### src/rtl/key_event_decoder_pkg.sv
// Shared state encoding and default 1 MHz timing constants for the key event decoder.
// Imported by the decoder, its controller and the bench.
package key_event_decoder_pkg;

    typedef enum logic [2:0] {
        ST_IDLE  = 3'd0,
        ST_HELD  = 3'd1,
        ST_LONG  = 3'd2,
        ST_WAIT2 = 3'd3,
        ST_DRAIN = 3'd4
    } state_t;

    localparam int DEF_LONG_TIME     = 1_000_000;
    localparam int DEF_DCLICK_GAP    = 300_000;
    localparam int DEF_REPEAT_PERIOD = 100_000;
    localparam int DEF_CNT_W         = 20;

endpackage

### src/rtl/key_event_decoder.sv
// Turns debounced press/release pulses into short/long/repeat/double-click pulses.
// Registered outputs, one cycle after the deciding edge; no backpressure (events are fire-and-forget).
module key_event_decoder
    import key_event_decoder_pkg::*;
#(
    parameter int LONG_TIME     = DEF_LONG_TIME,
    parameter int DCLICK_GAP    = DEF_DCLICK_GAP,
    parameter int REPEAT_PERIOD = DEF_REPEAT_PERIOD,
    parameter int CNT_W         = DEF_CNT_W
) (
    input  logic clk,
    input  logic rst,
    input  logic key_pressed,
    input  logic key_released,
    output logic short_press,
    output logic long_press,
    output logic repeat_tick,
    output logic double_click,
    output logic key_busy
);

    generate
        if (LONG_TIME < 2 || DCLICK_GAP < 2 || REPEAT_PERIOD < 2) begin : g_bad_time
            $error("key_event_decoder: every time parameter must be >= 2");
        end
        if (LONG_TIME >= (2 ** CNT_W) || DCLICK_GAP >= (2 ** CNT_W) ||
            REPEAT_PERIOD >= (2 ** CNT_W)) begin : g_bad_width
            $error("key_event_decoder: CNT_W too narrow for timing parameters");
        end
    endgenerate

    localparam logic [CNT_W-1:0] LONG_LAST = CNT_W'(LONG_TIME - 1);
    localparam logic [CNT_W-1:0] GAP_LAST  = CNT_W'(DCLICK_GAP - 1);
    localparam logic [CNT_W-1:0] REP_LAST  = CNT_W'(REPEAT_PERIOD - 1);

    state_t           state, state_nxt;
    logic [CNT_W-1:0] cnt;
    logic             cnt_clr;
    logic             short_nxt, long_nxt, repeat_nxt, dclick_nxt;
    logic             pr, rl;

    // A cycle with both pulses high is treated as carrying neither.
    assign pr = key_pressed & ~key_released;
    assign rl = key_released & ~key_pressed;

    always_comb begin
        state_nxt  = state;
        cnt_clr    = 1'b0;
        short_nxt  = 1'b0;
        long_nxt   = 1'b0;
        repeat_nxt = 1'b0;
        dclick_nxt = 1'b0;
        case (state)
            ST_IDLE: begin
                if (pr) state_nxt = ST_HELD;
            end
            ST_HELD: begin
                if (rl) begin
                    state_nxt = ST_WAIT2;
                end else if (cnt == LONG_LAST) begin
                    long_nxt  = 1'b1;
                    state_nxt = ST_LONG;
                end
            end
            ST_LONG: begin
                if (rl) begin
                    state_nxt = ST_IDLE;
                end else if (cnt == REP_LAST) begin
                    repeat_nxt = 1'b1;
                    cnt_clr    = 1'b1;
                end
            end
            ST_WAIT2: begin
                if (pr) begin
                    dclick_nxt = 1'b1;
                    state_nxt  = ST_DRAIN;
                end else if (cnt == GAP_LAST) begin
                    short_nxt = 1'b1;
                    state_nxt = ST_IDLE;
                end
            end
            ST_DRAIN: begin
                if (rl) state_nxt = ST_IDLE;
            end
            default: state_nxt = ST_IDLE;
        endcase
        if (state_nxt != state) cnt_clr = 1'b1;
    end

    always_ff @(posedge clk) begin
        if (rst) begin
            state        <= ST_IDLE;
            cnt          <= '0;
            short_press  <= 1'b0;
            long_press   <= 1'b0;
            repeat_tick  <= 1'b0;
            double_click <= 1'b0;
            key_busy     <= 1'b0;
        end else begin
            state        <= state_nxt;
            cnt          <= cnt_clr ? '0 : cnt + CNT_W'(1);
            short_press  <= short_nxt;
            long_press   <= long_nxt;
            repeat_tick  <= repeat_nxt;
            double_click <= dclick_nxt;
            key_busy     <= (state_nxt != ST_IDLE);
        end
    end

endmodule

### config.mk
export PLATFORM = sky130hd
export DESIGN_NAME = key_event_decoder
export DESIGN_NICKNAME = d
export VERILOG_FILES = /design/src/rtl/key_event_decoder_pkg.sv /design/src/rtl/key_event_decoder.sv
export SDC_FILE = /design/constraint.sdc
export NUM_CORES = 1
export LEC_CHECK = 0
export CORE_ASPECT_RATIO = 1.2
export CORE_MARGIN = 4
export CORE_UTILIZATION = 49
export CTS_BUF_LIST = sky130_fd_sc_hd__clkbuf_4 sky130_fd_sc_hd__clkbuf_8
export DETAILED_ROUTE_END_ITERATION = 8
export GPL_TIMING_DRIVEN = 0
export PLACE_DENSITY = 0.77
export SLEW_MARGIN = 30
export SYNTH_ARGS = -nofsm -noshare
export SYNTH_HDL_FRONTEND = slang
export SYNTH_SLANG_ARGS = --single-unit
### constraint.sdc
create_clock -name clk -period 1.9 [get_ports clk]
set_clock_uncertainty 0.2 [all_clocks]
set_input_delay 0.38 -clock clk [delete_from_list [all_inputs] [get_ports clk]]
set_output_delay 0.38 -clock clk [all_outputs]
set_load 0.1 [all_outputs]
==> results of run 1 <==
how the worst min path moves through the flow:
stage / startpoint / end / slack [ns] / cells past startpoint
6_report: rst / repeat_tick$_SDFF_PP0_ / 0.21 / 2
5_1_grt: rst / repeat_tick$_SDFF_PP0_ / 0.25 / 2
4_1_cts: rst / repeat_tick$_SDFF_PP0_ / 0.21 / 2
3_5_place_dp: cnt[0]$_SDFF_PP0_ / cnt[0]$_SDFF_PP0_ / 0.26 / 1
3_3_place_gp: cnt[0]$_SDFF_PP0_ / cnt[0]$_SDFF_PP0_ / 0.25 / 1
2_1_floorplan: cnt[0]$_SDFF_PP0_ / cnt[0]$_SDFF_PP0_ / 0.24 / 1
cells by family after synthesis:
family,Yosys count,synth area share
AOI/OAI and AO/OA,16,0.07693
DFF,28,0.4152
adders and majority gates,1,0.009266
xor gates and xnor gates,18,0.1168
buffers and inverters,9,0.03707
and+or+nand+nor,86,0.3448
power breakdown:
part	internal (W)	switching [W]	leakage, nW
clock network	0.000117	0.000179	0.0210
logic	0.0000605	0.0000749	0.350
registers	0.000598	0.0000107	0.231
total	0.000776	0.000265	0.602
per-stage QoR:
step / cells / utilization / instance area, sq um / hold WS [ns] / worst slack, ns
after floorplan: 158 / - / 1365 / 0.2367 / 0.03039
after global placement: 198 / 0.5728 / 1476 / 0.2496 / -0.5211
after detailed placement: 198 / 0.5728 / 1476 / 0.2591 / -0.5715
after CTS: 210 / 0.6442 / 1660 / 0.2123 / -0.1591
after global routing: 211 / 0.6748 / 1739 / 0.2453 / -0.2206
final: 211 / 0.6748 / 1739 / 0.2057 / -0.1718
cells in the mapped netlist (all sizes together):
master / n
a21oi: 7
a221oi: 1
a311oi: 1
a31oi: 1
and3: 5
and4: 3
and4bb: 1
buf: 3
clkbuf: 5
dfxtp: 28
ha: 1
inv: 1
nand2: 11
nand2b: 3
nand3: 12
nand3b: 1
nand4: 3
nand4b: 3
nand4bb: 1
nor2: 27
nor2b: 3
nor3: 4
nor3b: 2
nor4: 2
nor4b: 3
o21ai: 4
o311ai: 1
o31a: 1
or2: 1
or3: 1
xnor2: 3
xor2: 15
per-layer routing:
metal	global-route usage	vias up	routed length, um
met4	0.06528	0	43
met5	0	-	0
li1	-	592	-
met2	0.3166	34	1549
met1	0.2202	577	1385
met3	0.01965	7	140
area by class of cell:
class / count / area (sq um)
Buffer: 7 / 47.55
Clock buffer: 4 / 36.28
Tap cell: 33 / 41.29
Multi-Input combinational cell: 121 / 869.6
Inverter: 1 / 3.754
Timing Repair Buffer: 17 / 163.9
Fill cell: 197 / 838.3
Sequential cell: 28 / 576.8
registers in the layout (all words and copies together), names as in the netlist:
name and flops:
key_busy 1, long_press 1, short_press 1, state 3, cnt 20, double_click 1, repeat_tick 1
what timing repair did:
item,CTS,global route
hold endpoints to repair,0,0
endpoints found under the setup margin,25,23
pin swaps,14,3
buffers inserted,7,2
gates cloned,2,0
gates resized for setup,36,23
==> reports/qor.tcl, run 1 <==
set qor(outcome) {finished with violations}
set qor(failed_checks) {negative setup slack}
set qor(mostFrequentLayoutCells) {sky130_fd_sc_hd__nor2_1 (22), sky130_fd_sc_hd__dfxtp_1 (19), sky130_fd_sc_hd__xor2_1 (15), sky130_fd_sc_hd__nand2_1 (11), sky130_fd_sc_hd__nand3_1 (11)}
set qor(synth_largest_area_cell) {sky130_fd_sc_hd__dfxtp_1}
set qor(gpl.final_weighted_congestion) 0.8081
set qor(drt-initial-drc-count) 51
set qor(start_util) 0.5238
set qor(synth_cell_type_count) 34
set qor(cts.hold.buffers_added) 0
set qor(crit-reg2reg-capture) {cnt[7]$_SDFF_PP0_}
set qor(cts_max_path_buffers) 2
set qor(tns_ns) -3.307
set qor(timing.final.max_slew_violations) 0
set qor(grt_setup_unrepaired) {true}
set qor(finalWorstPathRequiredPeriod_ns) 2.072
set qor(worst_hold_path_type) {primary input to register}
set qor(dominant_cell_type_by_count_on_the_critical_path) {sky130_fd_sc_hd__buf_6}
set qor(yosysWarningCount) 0
set qor(pin_count_of_the_biggest_net_entering_global_routing) 16
set qor(fp.coreArea_sq_um) 2577
set qor(worst-path-max-fanout) 5
set qor(cp.depth) 8
set qor(critPathArrivalTime_ns) 2.11
set qor(dr_total_vias) 1210
set qor(final_layout_size_suffix_gt1_frac) 0.3090
set qor(grt_pass1_wl_mm) 5.250
set qor(total_power_w) 0.001041
set qor(clock_sink_count) 28
set qor(post_synth_inst_count) 158
set qor(cp_capture_point) {cnt[7]$_SDFF_PP0_}
set qor(power.density_cell_area_nw_per_um2) 598.3
set qor(worstPathRequired_ns) 1.94
set qor(setup.reg_to_reg.worst_slack_ns) -0.17
set qor(wl_mm) 3.118
set qor(worst_slew_pin_slew_ns) 0.5430
set qor(via_count_of_the_first_global_routing_pass) 1166
set qor(clock.fmax_ghz) 0.4827
set qor(max_slew_margin) 0.6397
set qor(nets) 184
set qor(drc) 0
set qor(die_w_um) 55.92
set qor(dieArea_sq_um) 3662
set qor(worst-path-buf-inv) 2
set qor(synth-seq-area-share) 0.4152
set qor(wire_length_per_cell_after_detailed_routing_um) 14.78
set qor(max_cap_viol_count) 0
set qor(insertion_delay_ns) 0.33
set qor(final_global_route_overflow_total) 0
set qor(antenna_violating_nets_post_route) 0
set qor(timing_hold_violations_final) 0
set qor(portBuffers) 7
set qor(cp_slowest_cell) {sky130_fd_sc_hd__dfxtp_4}
set qor(tritoncts) {done}
set qor(critPathTopFamily) {compound AO/OA/AOI/OAI gates}
set qor(grt_antenna_before_repair) 0
set qor(cts.root.buffer_cell) {sky130_fd_sc_hd__clkbuf_4}
set qor(postSynthNetCount) 163
set qor(crit_chain) {ha_4, and4bb_1, nand3_2, o31a_1, o311ai_4, buf_6, buf_6, nor2_2}
set qor(num_io_pins) 9
set qor(timing_worst_setup_path_type) {register to register}
set qor(regToRegStartpoint) {cnt[1]$_SDFF_PP0_}
set qor(final_min_period_over_clock_period) 1.090
set qor(cellLeakagePower_nw) 0.6017
set qor(vdd.ir_drop.worst_v) 0.0005161
set qor(syn_area_sq_um) 1350
set qor(slowest_delay_ns) 0.39
set qor(h-tree-depth) 1
set qor(cts_made_buffers) 3
set qor(grt_util_all_layers) 0.1774
set qor(die-height_um) 65.50
set qor(first_pass_iters) 4
set qor(post_synth_main_area_contributors) {sky130_fd_sc_hd__dfxtp_1 (42%), sky130_fd_sc_hd__xor2_1 (9.7%), sky130_fd_sc_hd__nor2_1 (7.5%), sky130_fd_sc_hd__nand3_1 (4.4%), sky130_fd_sc_hd__nand2_1 (3.1%)}
set qor(worst_setup_path_end_kind) {register}
set qor(antenna-diode-count) 0
set qor(detail_route.vias_per_cell) 5.735
set qor(critical_path.startpoint_type) {register}
set qor(synth.avg_cell_area_sq_um) 8.545
set qor(commonest_non_fill_non_tap_cell_in_the_layout) {sky130_fd_sc_hd__nor2_1}
set qor(layout_setup_ws_ns) -0.1718
set qor(setup_viol_count_final) 20
set qor(timing.reg2reg.worst_path_depth) 8
set qor(crit_start) {cnt[1]$_SDFF_PP0_}
set qor(site_rows) 20
set qor(netlist.area_leader.share) 0.4152
set qor(synthToLayoutAreaGrowth_pct) 28.82
set qor(hpwlAfterDp_mm) 1.860
set qor(clkTransAtPathRegs_ns) 0.16
set qor(postSynthRegisterBits) 28
Power figures use the tool's default switching activity.
==> run 2: changes to the inputs <==
--- a/config.mk
+++ b/config.mk
@@ -5,11 +5,13 @@
 export SDC_FILE = /design/constraint.sdc
 export NUM_CORES = 1
 export LEC_CHECK = 0
+export CAP_MARGIN = 15
 export CORE_ASPECT_RATIO = 1.2
 export CORE_MARGIN = 4
 export CORE_UTILIZATION = 49
 export CTS_BUF_LIST = sky130_fd_sc_hd__clkbuf_4 sky130_fd_sc_hd__clkbuf_8
 export DETAILED_ROUTE_END_ITERATION = 8
+export GPL_ROUTABILITY_DRIVEN = 0
 export GPL_TIMING_DRIVEN = 0
 export PLACE_DENSITY = 0.77
 export SLEW_MARGIN = 30
==> results of run 2 <==
The final DEF is identical to that of run 1; final timing and power are the same.
==> run 3: changes to the inputs <==
==> constraint.sdc (replaced) <==
create_clock -name clk -period 1.7 [get_ports clk]
set_clock_uncertainty 0.2 [all_clocks]
set_input_delay 0.34 -clock clk [delete_from_list [all_inputs] [get_ports clk]]
set_output_delay 0.34 -clock clk [all_outputs]
set_load 0.1 [all_outputs]
==> run 3 against run 2 <==
The run still ends with negative setup slack left; power grew 11%; highest routed layer unchanged; design area up 0.58%; routed wire length up 1.6%; critical path type unchanged; core utilization grew 0.39 points; largest power group unchanged; largest cell class unchanged.
==> reports/qor.tcl, run 3 (synthesized netlist as in run 1, its figures left out) <==
set qor(outcome) {finished with violations} ;# unchanged
set qor(failed_checks) {negative setup slack} ;# unchanged
set qor(grt_setup_unrepaired) {true} ;# unchanged
set qor(worst_setup_path_end_kind) {register} ;# unchanged
set qor(max_cap_viol_count) 0 ;# unchanged
set qor(setup_viol_count_final) 23 ;# was 20
set qor(start_util) 0.5238 ;# unchanged
set qor(portBuffers) 7 ;# unchanged
set qor(crit_start) {cnt[10]$_SDFF_PP0_} ;# was cnt[1]$_SDFF_PP0_
set qor(cts.root.buffer_cell) {sky130_fd_sc_hd__clkbuf_4} ;# unchanged
set qor(commonest_non_fill_non_tap_cell_in_the_layout) {sky130_fd_sc_hd__dfxtp_1} ;# was sky130_fd_sc_hd__nor2_1
set qor(fill_cells) 192 ;# was 197
set qor(site_rows) 20 ;# unchanged
set qor(finalWorstPathRequiredPeriod_ns) 2.093 ;# was 2.072 ns
set qor(synthToLayoutAreaGrowth_pct) 29.56 ;# was 28.82%
set qor(insertion_delay_ns) 0.33 ;# about the same
set qor(wire_length_per_cell_after_detailed_routing_um) 14.73 ;# was 14.78 um
set qor(clkTransAtPathRegs_ns) 0.14 ;# was 0.16 ns
set qor(h-tree-depth) 1 ;# unchanged
set qor(drc) 0 ;# unchanged
set qor(cts_max_path_buffers) 2 ;# unchanged
set qor(dieArea_sq_um) 3662 ;# unchanged
set qor(final_global_route_overflow_total) 0 ;# unchanged
set qor(power.density_cell_area_nw_per_um2) 659.0 ;# was 598.3 nW/um^2
set qor(place_worst_setup_slack_ns) -0.6971 ;# was -0.5715 ns
set qor(slowest_delay_ns) 0.39 ;# about the same
set qor(largest_register_ffs) 20 ;# unchanged
set qor(fp.coreArea_sq_um) 2577 ;# unchanged
set qor(layout_setup_ws_ns) -0.3933 ;# was -0.1718 ns
set qor(multiInputGateArea_sq_um) 874.6 ;# was 869.6 sq um
set qor(num_io_pins) 9 ;# unchanged
set qor(clock_sink_count) 28 ;# unchanged
set qor(reg_top3) {cnt (20), state (3)} ;# unchanged
set qor(worst_slew_pin_slew_ns) 0.4873 ;# was 0.5430 ns
set qor(via_count_of_the_first_global_routing_pass) 1186 ;# was 1166
set qor(tritoncts) {done} ;# unchanged
set qor(grt_util_all_layers) 0.1767 ;# was 0.1774
set qor(dominant_cell_type_by_count_on_the_critical_path) {sky130_fd_sc_hd__buf_6} ;# unchanged
set qor(max_slew_margin) 0.6774 ;# was 0.6397
set qor(wl_mm) 3.168 ;# was 3.118 mm
set qor(worst_hold_path_type) {primary input to register} ;# unchanged
set qor(critPathTopFamily) {compound AO/OA/AOI/OAI gates} ;# unchanged
set qor(cellLeakagePower_nw) 0.6234 ;# was 0.6017 nW
set qor(global_route.usage.met2) 0.3284 ;# was 0.3166
set qor(antenna_violating_nets_post_route) 0 ;# unchanged
set qor(global_route_met3_utilization) 0.03733 ;# was 0.01965
set qor(drt-initial-drc-count) 33 ;# was 51
set qor(finish.instance_area_sq_um) 1749 ;# was 1739 sq um
set qor(critPathArrivalTime_ns) 2.13 ;# was 2.11 ns
set qor(die_w_um) 55.92 ;# unchanged
set qor(worst-path-buf-inv) 2 ;# unchanged
set qor(hold_start) {rst} ;# unchanged
set qor(regToRegStartpoint) {cnt[10]$_SDFF_PP0_} ;# was cnt[1]$_SDFF_PP0_
set qor(first_pass_iters) 4 ;# unchanged
set qor(antenna-diode-count) 0 ;# unchanged
set qor(worstPathRequired_ns) 1.74 ;# was 1.94 ns
set qor(use_met1) 0.1841 ;# was 0.2202
set qor(reg_with_most_ffs) {cnt} ;# unchanged
set qor(nets) 188 ;# was 184
set qor(sequential_cell_area_sq_um) 583.1 ;# was 576.8 sq um
set qor(grt_busiest_layer) {met2} ;# unchanged
set qor(timing_worst_setup_path_type) {register to register} ;# unchanged
set qor(critical_path.startpoint_type) {register} ;# unchanged
set qor(dr_total_vias) 1203 ;# was 1210
set qor(crit_chain) {nor4b_4, nand2_1, o31a_1, o311ai_4, buf_6, buf_6, nor2_2} ;# was ha_4, and4bb_1, nand3_2, o31a_1, o311ai_4, buf_6, buf_6, nor2_2
set qor(die-height_um) 65.50 ;# unchanged
set qor(grt_antenna_before_repair) 0 ;# unchanged
set qor(worst-path-max-fanout) 5 ;# unchanged
set qor(clock.fmax_ghz) 0.4777 ;# was 0.4827 GHz
set qor(detail_route.vias_per_cell) 5.595 ;# was 5.735
set qor(mostFrequentLayoutCells) {sky130_fd_sc_hd__dfxtp_1 (18), sky130_fd_sc_hd__xor2_1 (15), sky130_fd_sc_hd__nor2_2 (14), sky130_fd_sc_hd__nor2_1 (13)} ;# was sky130_fd_sc_hd__nor2_1 (22), sky130_fd_sc_hd__dfxtp_1 (19), sky130_fd_sc_hd__xor2_1 (15), sky130_fd_sc_hd__nand2_1 (11), sky130_fd_sc_hd__nand3_1 (11)
set qor(timing.final.max_slew_violations) 0 ;# unchanged
set qor(final_min_period_over_clock_period) 1.231 ;# was 1.090
set qor(timing_hold_violations_final) 0 ;# unchanged
set qor(dpl_cell_area_sq_um) 1484 ;# was 1476 sq um
set qor(postLayoutCoreUtil) 0.6786 ;# was 0.6748
set qor(grt_pass1_wl_mm) 5.078 ;# was 5.250 mm
set qor(cts_made_buffers) 3 ;# unchanged
set qor(cp_slowest_cell) {sky130_fd_sc_hd__dfxtp_4} ;# unchanged
set qor(final_layout_size_suffix_gt1_frac) 0.3681 ;# was 0.3090
set qor(pin_count_of_the_biggest_net_entering_global_routing) 16 ;# unchanged
set qor(hpwlAfterDp_mm) 1.878 ;# was 1.860 mm
set qor(vdd.ir_drop.worst_v) 0.0006055 ;# was 0.0005161 V
-- run 3: final cells by class --
class / instances / share of cell area
Tap cell: 33 / 0.02361
Clock buffer: 4 / 0.02074
Sequential cell: 28 / 0.3333
Timing Repair Buffer: 21 / 0.09299
Inverter: 1 / 0.002146
Buffer: 7 / 0.02718
Multi-Input combinational cell: 121 / 0.5000
-- run 3: path summary, 6_finish.rpt --
kind / to / slack [ns] / cells past startpoint
setup / recovery: cnt[12]$_SDFF_PP0_ / -0.39 / 7
hold / removal: state[2]$_SDFF_PP0_ / 0.15 / 2
hold reg to reg: cnt[3]$_SDFF_PP0_ / 0.36 / 2
setup reg to reg: cnt[12]$_SDFF_PP0_ / -0.39 / 7
-- run 3: metrics by stage --
step                      setup TNS (ns)  hold WS [ns]  cells  power [W]
after floorplan                   -3.049        0.2367    158  0.0007719
after global placement            -15.83        0.2482    198  0.0007945
after detailed placement          -16.31        0.2727    198  0.0007975
after CTS                         -5.431        0.1432    207   0.001123
after global routing              -9.778        0.1851    215   0.001206
final                             -8.282        0.1504    215   0.001153
-- run 3: report_power, final --
part	switching (W)	total, W	internal [W]
combinational	0.0000850	0.000152	0.0000674
sequential	0.0000119	0.000676	0.000664
clock	0.000193	0.000324	0.000131
total	0.000290	0.00115	0.000863
-- run 3: metal layers --
metal	wire (um)	part of all wire
met4	99	0.031
met5	0	0
met3	100	0.032
met2	1655	0.52
met1	1312	0.41
-- run 3: timing repair --
action | 4_1_cts | 5_1_grt
buffers inserted | 5 | 7
pin swaps | 2 | 3
gates cloned | 1 | 1
endpoints found under the setup margin | 27 | 25
hold buffers | 0 | 0
resized for setup | 54 | 22
-- run 3: worst register-to-register path, delay by kind of cell, from the launching register on --
family,cells,cell delay (ns)
AO/OA/AOI/OAI,2,0.68
buffers and inverters,2,0.29
flip-flops,1,0.39
AND/OR/NAND/NOR,3,0.45
